File: config.mk
export PLATFORM = sky130hd
export DESIGN_NAME = adbg_jsp_rx_packer
export DESIGN_NICKNAME = d
export VERILOG_FILES = /design/src/rtl/adbg_jsp_pkg.sv /design/src/rtl/adbg_jsp_fifo_arbiter.sv /design/src/rtl/adbg_jsp_rx_packer.sv
export SDC_FILE = /design/constraint.sdc
export NUM_CORES = 1
export LEC_CHECK = 0
export BUFFER_PORTS_ARGS = -buffer_cell sky130_fd_sc_hd__buf_2
export CORE_MARGIN = 2
export CORE_UTILIZATION = 50
export CTS_BUF_LIST = sky130_fd_sc_hd__clkbuf_8
export CTS_CLUSTER_DIAMETER = 120
export DETAILED_ROUTE_END_ITERATION = 8
export GPL_TIMING_DRIVEN = 0
export PLACE_DENSITY = 0.81
export SYNTH_ARGS = -nofsm -noshare
export SYNTH_HDL_FRONTEND = slang
export SYNTH_HIERARCHICAL = 1
export SYNTH_SLANG_ARGS = --single-unit
File: constraint.sdc
create_clock -name CLK -period 3.5 [get_ports CLK]
set_input_delay 0.175 -clock CLK [delete_from_list [all_inputs] [get_ports CLK]]
set_output_delay 0.175 -clock CLK [all_outputs]
set_load 0.05 [all_outputs]
File: src/rtl/adbg_jsp_pkg.sv
// Shared types for the JTAG serial port receive path: byte geometry, FIFO level
// type and the operation issued on the byte FIFO's single EN/PUSH_POPn port.
package adbg_jsp_pkg;

  localparam int BYTE_BITS  = 8;
  localparam int FIFO_DEPTH = 8;

  typedef logic [3:0] fifo_lvl_t;

  typedef enum logic [1:0] {
    OP_IDLE,
    OP_PUSH,
    OP_POP
  } port_op_t;

endpackage

File: src/rtl/adbg_jsp_fifo_arbiter.sv
// Combinational owner of the byte FIFO port: a pending held byte always wins,
// a consumer pop only goes out when no push is due and the FIFO has data.
module adbg_jsp_fifo_arbiter
  import adbg_jsp_pkg::*;
(
  input  logic      hold_valid,
  input  logic      pop_req,
  input  fifo_lvl_t fifo_avail,
  input  fifo_lvl_t fifo_free,
  output port_op_t  op,
  output logic      fifo_en,
  output logic      fifo_push_popn,
  output logic      pop_ack
);

  always_comb begin
    op = OP_IDLE;
    if (hold_valid && (fifo_free != '0)) begin
      op = OP_PUSH;
    end else if (pop_req && (fifo_avail != '0)) begin
      op = OP_POP;
    end
    fifo_en        = (op != OP_IDLE);
    fifo_push_popn = (op == OP_PUSH);
    pop_ack        = (op == OP_POP);
  end

endmodule

File: src/rtl/adbg_jsp_rx_packer.sv
// Packs TDI bits into bytes, parks each byte in a one-entry hold stage and pushes
// it to the byte FIFO one cycle later; a full FIFO stalls the hold stage and drops later bytes.
module adbg_jsp_rx_packer
  import adbg_jsp_pkg::*;
#(
  parameter bit LSB_FIRST = 1'b1,
  parameter int CNT_WIDTH = 16
) (
  input  logic                 CLK,
  input  logic                 RST,
  input  logic                 SHIFT_EN,
  input  logic                 TDI_BIT,
  input  logic                 FRAME_START,
  input  logic                 POP_REQ,
  output logic                 POP_ACK,
  output logic [BYTE_BITS-1:0] POP_DATA,
  output logic [BYTE_BITS-1:0] FIFO_DIN,
  input  logic [BYTE_BITS-1:0] FIFO_DOUT,
  output logic                 FIFO_EN,
  output logic                 FIFO_PUSH_POPn,
  input  fifo_lvl_t            FIFO_AVAIL,
  input  fifo_lvl_t            FIFO_FREE,
  output logic                 OVERFLOW,
  input  logic                 OVERFLOW_CLR,
  output logic [2:0]           BIT_CNT,
  output logic [CNT_WIDTH-1:0] BYTES_RCVD
);

  logic [2:0]           bit_cnt;
  logic [BYTE_BITS-1:0] shift_reg;
  logic [BYTE_BITS-1:0] hold_reg;
  logic                 hold_valid;
  logic                 overflow;
  logic [CNT_WIDTH-1:0] bytes_rcvd;

  port_op_t             op;
  logic                 push_now;
  logic [2:0]           base_cnt;
  logic [BYTE_BITS-1:0] base_sr;
  logic [BYTE_BITS-1:0] next_sr;
  logic                 byte_done;

  adbg_jsp_fifo_arbiter u_arb (
    .hold_valid     (hold_valid),
    .pop_req        (POP_REQ),
    .fifo_avail     (FIFO_AVAIL),
    .fifo_free      (FIFO_FREE),
    .op             (op),
    .fifo_en        (FIFO_EN),
    .fifo_push_popn (FIFO_PUSH_POPn),
    .pop_ack        (POP_ACK)
  );

  assign push_now = (op == OP_PUSH);

  // A frame start realigns before the same-cycle bit is taken, so that bit opens a new byte.
  always_comb begin
    base_cnt  = FRAME_START ? 3'd0 : bit_cnt;
    base_sr   = FRAME_START ? '0 : shift_reg;
    next_sr   = LSB_FIRST ? {TDI_BIT, base_sr[BYTE_BITS-1:1]}
                          : {base_sr[BYTE_BITS-2:0], TDI_BIT};
    byte_done = SHIFT_EN && (base_cnt == 3'd7);
  end

  always_ff @(posedge CLK) begin
    if (RST) begin
      bit_cnt    <= '0;
      shift_reg  <= '0;
      hold_reg   <= '0;
      hold_valid <= 1'b0;
      overflow   <= 1'b0;
      bytes_rcvd <= '0;
    end else begin
      if (SHIFT_EN) begin
        bit_cnt   <= base_cnt + 3'd1;
        shift_reg <= next_sr;
      end else if (FRAME_START) begin
        bit_cnt   <= '0;
        shift_reg <= '0;
      end

      // The hold slot is free for a new byte if it is empty or being drained this edge.
      if (byte_done && (!hold_valid || push_now)) begin
        hold_reg   <= next_sr;
        hold_valid <= 1'b1;
      end else if (push_now) begin
        hold_valid <= 1'b0;
      end

      if (push_now) begin
        bytes_rcvd <= bytes_rcvd + CNT_WIDTH'(1);
      end

      if (byte_done && hold_valid && !push_now) begin
        overflow <= 1'b1;
      end else if (OVERFLOW_CLR) begin
        overflow <= 1'b0;
      end
    end
  end

  assign FIFO_DIN   = hold_reg;
  assign POP_DATA   = FIFO_DOUT;
  assign OVERFLOW   = overflow;
  assign BIT_CNT    = bit_cnt;
  assign BYTES_RCVD = bytes_rcvd;

endmodule

# Yosys cells after proc, flatten, opt, wreduce, memory -nomap -nowiden
# Index checks and enable logic that the tools add are counted.
[totals] input_bits=23 elab_cells=35 register_bits=36
[classes] n_eq_ne=3 n_addsub=2 reduce_logical=14 mux=10
[ops] operator="adder 16 x 1 -> 16 bit (second input constant)" n=1
[ops] operator="two-way mux 8 bit" n=2
[ops] operator="nonzero test 4 bit" n=2
[ops] operator="logical AND 1 bit" n=6
[ops] operator="two-way mux 3 bit" n=2
[ops] operator="nonzero test 2 bit" n=3
[ops] operator="two-way mux 1 bit" n=4
[ops] operator="two-way mux 2 bit" n=2
[ops] operator="adder 3 x 1 -> 3 bit (second input constant)" n=1
[ops] operator="== test 3 bit (second input constant)" n=1
[ops] operator="== test 2 x 1 -> 1 bit (second input constant)" n=1
[ops] operator="== test 2 bit (second input constant)" n=1
[ops] operator="zero test 1 bit" n=2
[ops] operator="logical OR 1 bit" n=1

# Logic depth before layout (Yosys ltp)
[depth] word_depth=8 ltp_mapped=8 depth_no_buf=7

# By module
# Netlist, hierarchy kept.
[by_module_without_submodules] mod="adbg_jsp_rx_packer" n_inst=1 area_per_inst_um2=1585.3 cells_each=177
[by_module_without_submodules] mod="adbg_jsp_fifo_arbiter" n_inst=1 area_per_inst_um2=48.8 cells_each=6

# Worst setup path after synthesis
# Ideal clock, no wire load.
[synth_path] path_kind="input to register" from="input port FIFO_FREE[1]" to="register bytes_rcvd[15], in the netlist BYTES_RCVD[15]" arrival_ns=2.232 setup_ns=0.121 stages=7 slack_ns=1.148 n_path_buf=1 path_cell_list="o41a_1 > nor2_1 > buf_4 > and4b_1 > nand3_1 > nor4_1 > mux2_2"
[synth_via] elab_chain_cells=4
[synth_lines] item="start: declaration" line_no="adbg_jsp_rx_packer.sv:22" source="input fifo_lvl_t FIFO_FREE,"
[synth_lines] item="nonzero test 4 bit" line_no="adbg_jsp_fifo_arbiter.sv:18" source="if (hold_valid && (fifo_free != '0)) begin"
[synth_lines] item="logical AND 1 bit" line_no="adbg_jsp_fifo_arbiter.sv:18"
[synth_lines] item="two-way mux 2 bit" line_no="adbg_jsp_fifo_arbiter.sv:18"
[synth_lines] item="via op[1]" line_no="adbg_jsp_rx_packer.sv:36" source="port_op_t op;"
[synth_lines] item="== test 2 x 1 -> 1 bit" line_no="adbg_jsp_rx_packer.sv:54" source="assign push_now = (op == OP_PUSH);"
[synth_lines] item="end signal: assignment" line_no="adbg_jsp_rx_packer.sv:91" source="bytes_rcvd <= bytes_rcvd + CNT_WIDTH'(1);"
[synth_lines] item="end: declaration" line_no="adbg_jsp_rx_packer.sv:34" source="logic [CNT_WIDTH-1:0] bytes_rcvd;"
# The timed path passes the listed nets, and every way through them passes these cells.
# A chain may end at the register's enable or synchronous reset.

# Final worst setup path
[layout_path] from="register hold_valid" to="register bytes_rcvd[11], in the netlist BYTES_RCVD[11]"
[layout_via] elab_chain_cells=3
[layout_lines] item="start: declaration" line_no="adbg_jsp_rx_packer.sv:32" source="logic hold_valid;"
[layout_lines] item="start signal: assignment" line_no="adbg_jsp_rx_packer.sv:70" source="hold_valid <= 1'b0;"
[layout_lines] item="start signal: assignment" line_no="adbg_jsp_rx_packer.sv:85" source="hold_valid <= 1'b1;"
[layout_lines] item="start signal: assignment" line_no="adbg_jsp_rx_packer.sv:87" source="hold_valid <= 1'b0;"
[layout_lines] item="logical AND 1 bit" line_no="adbg_jsp_fifo_arbiter.sv:18"
[layout_lines] item="two-way mux 2 bit" line_no="adbg_jsp_fifo_arbiter.sv:18"
[layout_lines] item="via op[0]" line_no="adbg_jsp_rx_packer.sv:36"
[layout_lines] item="== test 2 x 1 -> 1 bit" line_no="adbg_jsp_rx_packer.sv:54"
# The timed path passes the listed nets, and every way through them passes these cells.

==> implementation parameters <==
Parameter                              Value

Worst setup path
  Arrival @ worst endpoint    2380 ps
  Data required time of the critical path    between 3000 and 4000 ps
  Largest fanout on the critical path    7
  Kind of launch point of the worst setup path    register
  Crit Path Class    register to register
  Element type at the critical path end    register

Pwr
  Internal    646 uW
  Overall power after layout    838 uW
  IR drop worst, VDD    0.000276 V
  Switching power share of the total    23.0%
  Combinational Power Share    8.8%
  Share of total power in the clock network    42.0%
  Sequential fraction of design power    49.2%
  Leakage power of the design    around 0.00091 uW
  Power density cells    407 nW/um^2
  Switching power of the nets    a little under 200 uW

Min path
  Hold/Removal Path Class    primary input to register

Final layout
  Layout cells sized above 1    roughly 30%
  Synth-to-layout area growth    26.2%
  Filler cells    289
  Count of antenna diodes in the layout    0
  Nets@finish    269
  Max FFs per register    16
  Fin cells    288

Timing
  Transition at the pin with the smallest max-transition slack    between 600 and 700 ps
  Relative max-transition margin    about 57%
  Final-report setup violation count    0
  Number of hold violations in the final report    0
  Upper clock frequency limit    0.462 GHz
  Final setup skew    ~7.3 ps
  Crit path time final    ~2200 ps
  Final worst slack    1340 ps
  Fin Hold WS    137 ps
  Portion of the clock cycle consumed by the worst path in the final layout    61.8%
  Summed negative setup slack over all endpoints    0 ps
  Pins over their slew limit    0
  Unrepaired setup endpoints after global routing    false

Yosys
  Flops & latches, synth    36
  Net Count, Synth    around 210
  Sequential fraction of the synthesis area    44.1%
  Biggest area consumer among synthesized cells    sky130_fd_sc_hd__dfxtp_1
  Post-synthesis instance total    183
  Fraction of synthesized cell area taken by the top area cell type    44.1%
  Yosys warnings    6
  Library cells used by synthesis    35
  Synth area leaders    sky130_fd_sc_hd__dfxtp_1 (44%), sky130_fd_sc_hd__nor2_1 (5.3%), sky130_fd_sc_hd__mux2i_1 (4.9%), sky130_fd_sc_hd__a21oi_1 (4.6%), sky130_fd_sc_hd__nand2_1 (4.4%)
  Cell area after synthesis    1630 um^2
  Syn avg cell area    8.93 um^2

Die
  Die Ht    61.2 um
  Floorplan Core Area    3080 um^2
  Rows    20
  Number of ports placed on the die boundary    62
  Horizontal die dimension    61.2 um
  Die outline area    between 3000 and 4000 um^2
  Starting utilization of the core area    53.1%

Place
  Number of input and output port buffers inserted    53
  DP Worst Slack    1330 ps
  Final Wtd Congestion    between 0.8 and 0.9
  Final HPWL from detailed placement    2570 um
  Placed cell count    280

Global routing
  Via count of the first global-routing pass    1293
  Number of antenna violations at the first check in global routing    0
  Global Route Usage Sum    19.5%
  GR Overflow Total    0
  First-pass GRT wire length    5430 um
  Maximum number of pins on one net before global-route repair    12

Drt
  Detail-routed net length per standard cell    11.7 um
  Iteration-0 DRC count of the detailed router    99
  Number of iterations in the first detailed-routing pass    4
  Overall via count from detail_route    1476
  Antenna Nets Post-Route    0
  DRC violation count after routing    0
  Total Routed Length    ~3400 um
  Vias per inst    5.13

CTS
  Inserted Clock Buffers    5
  Hold_buf cts    0
  Worst-path clk slew    approximately 70 ps
  Clock insertion delay at the later pin of the skew report    290 ps
  Library cell used as clock root buffer    sky130_fd_sc_hd__clkbuf_8
  Buffer depth of the longest clock path    2
  Clock tree from TritonCTS    done
  Quantity of gates resized following cts    0
  H-tree level count    2
  Buffer count from post-CTS setup fixing    0
  Count of clock tree sinks    36

Status
  Run status    completed

Job
  MaxCap Viol Count    0
==> final timing paths <==
check                                 from                           to  slack [ps]  cells after the start
hold reg to reg   FIFO_DIN[2]$_SDFFE_PP0P_     FIFO_DIN[2]$_SDFFE_PP0P_         450                      2
setup / recovery   hold_valid$_SDFFE_PP0P_  BYTES_RCVD[11]$_SDFFE_PP0P_        1340                      7
setup reg to reg   hold_valid$_SDFFE_PP0P_  BYTES_RCVD[11]$_SDFFE_PP0P_        1340                      7
hold / removal                     TDI_BIT     FIFO_DIN[7]$_SDFFE_PP0P_         140                      3
==> through the flow <==
stage / util, % / cell area [um^2]
2_1_floorplan: - / 1630
3_3_place_gp: 63.5 / 1950
3_5_place_dp: 63.5 / 1950
4_1_cts: 67.0 / 2060
5_1_grt: 67.0 / 2060
6_report: 67.0 / 2060
==> critical path, cell delays in order, from the launching register on <==
cell                      delay (ps)
sky130_fd_sc_hd__dfxtp_1         400
sky130_fd_sc_hd__o41a_1          300
sky130_fd_sc_hd__nor2_1           90
sky130_fd_sc_hd__buf_4           160
sky130_fd_sc_hd__and4b_1         330
sky130_fd_sc_hd__nand3_1         110
sky130_fd_sc_hd__or4_2           550
sky130_fd_sc_hd__a21oi_1         150
==> layer usage <==
metal / share of wire (%) / routed length, um / track usage, % / vias up
li1: - / - / - / 743
met1: 45 / 1510 / 22.8 / 684
met2: 48 / 1610 / 34.7 / 47
met3: 6.2 / 210 / 5.88 / 2
met4: 0.80 / 27 / 4.97 / 0
met5: 0 / 0 / 0 / -
==> placed cells by master, fill, tap and decap left out, types with 2 or more instances in the layout <==
cell type and n:
sky130_fd_sc_hd__a21oi_1 15, sky130_fd_sc_hd__and4b_1 2, sky130_fd_sc_hd__buf_2 53, sky130_fd_sc_hd__buf_4 9
sky130_fd_sc_hd__clkbuf_1 6, sky130_fd_sc_hd__clkbuf_8 5, sky130_fd_sc_hd__dfxtp_1 36, sky130_fd_sc_hd__ha_1 3
sky130_fd_sc_hd__inv_1 3, sky130_fd_sc_hd__mux2i_1 8, sky130_fd_sc_hd__nand2_1 19, sky130_fd_sc_hd__nand2b_1 3
sky130_fd_sc_hd__nand3_1 6, sky130_fd_sc_hd__nand3b_1 7, sky130_fd_sc_hd__nand4_1 3, sky130_fd_sc_hd__nor2_1 23
sky130_fd_sc_hd__nor2b_1 6, sky130_fd_sc_hd__nor4_1 3, sky130_fd_sc_hd__o21ai_0 2, sky130_fd_sc_hd__o31ai_1 2
sky130_fd_sc_hd__o41a_1 2, sky130_fd_sc_hd__or3_1 2, sky130_fd_sc_hd__xnor2_1 5, sky130_fd_sc_hd__xor2_1 6
==> logic make-up after synthesis <==
kind of cell             after synthesis  share of synthesized area, %
AND/OR/NAND/NOR                       82                          27.0
flip-flops                            36                          44.1
AO/OA/AOI/OAI                         24                          8.88
buffers and inverters                 18                          6.20
XOR/XNOR                              11                          5.90
multiplexers                           9                          5.59
adder cells (fa/ha/maj)                3                          2.30
==> layout make-up <==
type / count / area, um^2 / area share, %
multi-input combinational: 129 / 812 / 39.4
tap: 44 / 55.1 / 2.67
timing repair buffer: 53 / 265 / 12.9
clock inverter: 3 / 38.8 / 1.88
clock buffer: 5 / 68.8 / 3.34
sequential: 36 / 721 / 35.0
buffer: 16 / 93.8 / 4.55
inverter: 2 / 7.51 / 0.364
==> power by group through the flow <==
| stage | Sequential [uW] | Clock [uW] | Combinational, uW |
|---|---|---|---|
| global route | 413 | 377 | 79.3 |
| detailed placement | 422 | 0 | 74.5 |
| CTS | 412 | 362 | 74.6 |
| global placement | 422 | 0 | 74.0 |
| finish | 413 | 352 | 73.8 |
| floorplan | 426 | 0 | 49.7 |
==> cell usage after synthesis <==
master,instances
sky130_fd_sc_hd__a21o_1,1
sky130_fd_sc_hd__a21oi_1,15
sky130_fd_sc_hd__and4_2,1
sky130_fd_sc_hd__and4b_1,2
sky130_fd_sc_hd__buf_1,1
sky130_fd_sc_hd__buf_4,9
sky130_fd_sc_hd__clkbuf_1,6
sky130_fd_sc_hd__dfxtp_1,36
sky130_fd_sc_hd__ha_1,3
sky130_fd_sc_hd__inv_1,2
sky130_fd_sc_hd__mux2_2,1
sky130_fd_sc_hd__mux2i_1,8
sky130_fd_sc_hd__nand2_1,19
sky130_fd_sc_hd__nand2b_1,3
sky130_fd_sc_hd__nand3_1,6
sky130_fd_sc_hd__nand3b_1,7
sky130_fd_sc_hd__nand4_1,3
sky130_fd_sc_hd__nand4_4,1
sky130_fd_sc_hd__nand4b_1,1
sky130_fd_sc_hd__nor2_1,23
sky130_fd_sc_hd__nor2b_1,6
sky130_fd_sc_hd__nor3_1,1
sky130_fd_sc_hd__nor3b_1,1
sky130_fd_sc_hd__nor4_1,3
sky130_fd_sc_hd__o21ai_0,2
sky130_fd_sc_hd__o22ai_1,1
sky130_fd_sc_hd__o31ai_1,2
sky130_fd_sc_hd__o41a_1,2
sky130_fd_sc_hd__o41ai_1,1
sky130_fd_sc_hd__or2_2,1
sky130_fd_sc_hd__or3_1,2
sky130_fd_sc_hd__or4_1,1
sky130_fd_sc_hd__or4_2,1
sky130_fd_sc_hd__xnor2_1,5
sky130_fd_sc_hd__xor2_1,6
Power figures use the tool's default switching activity.
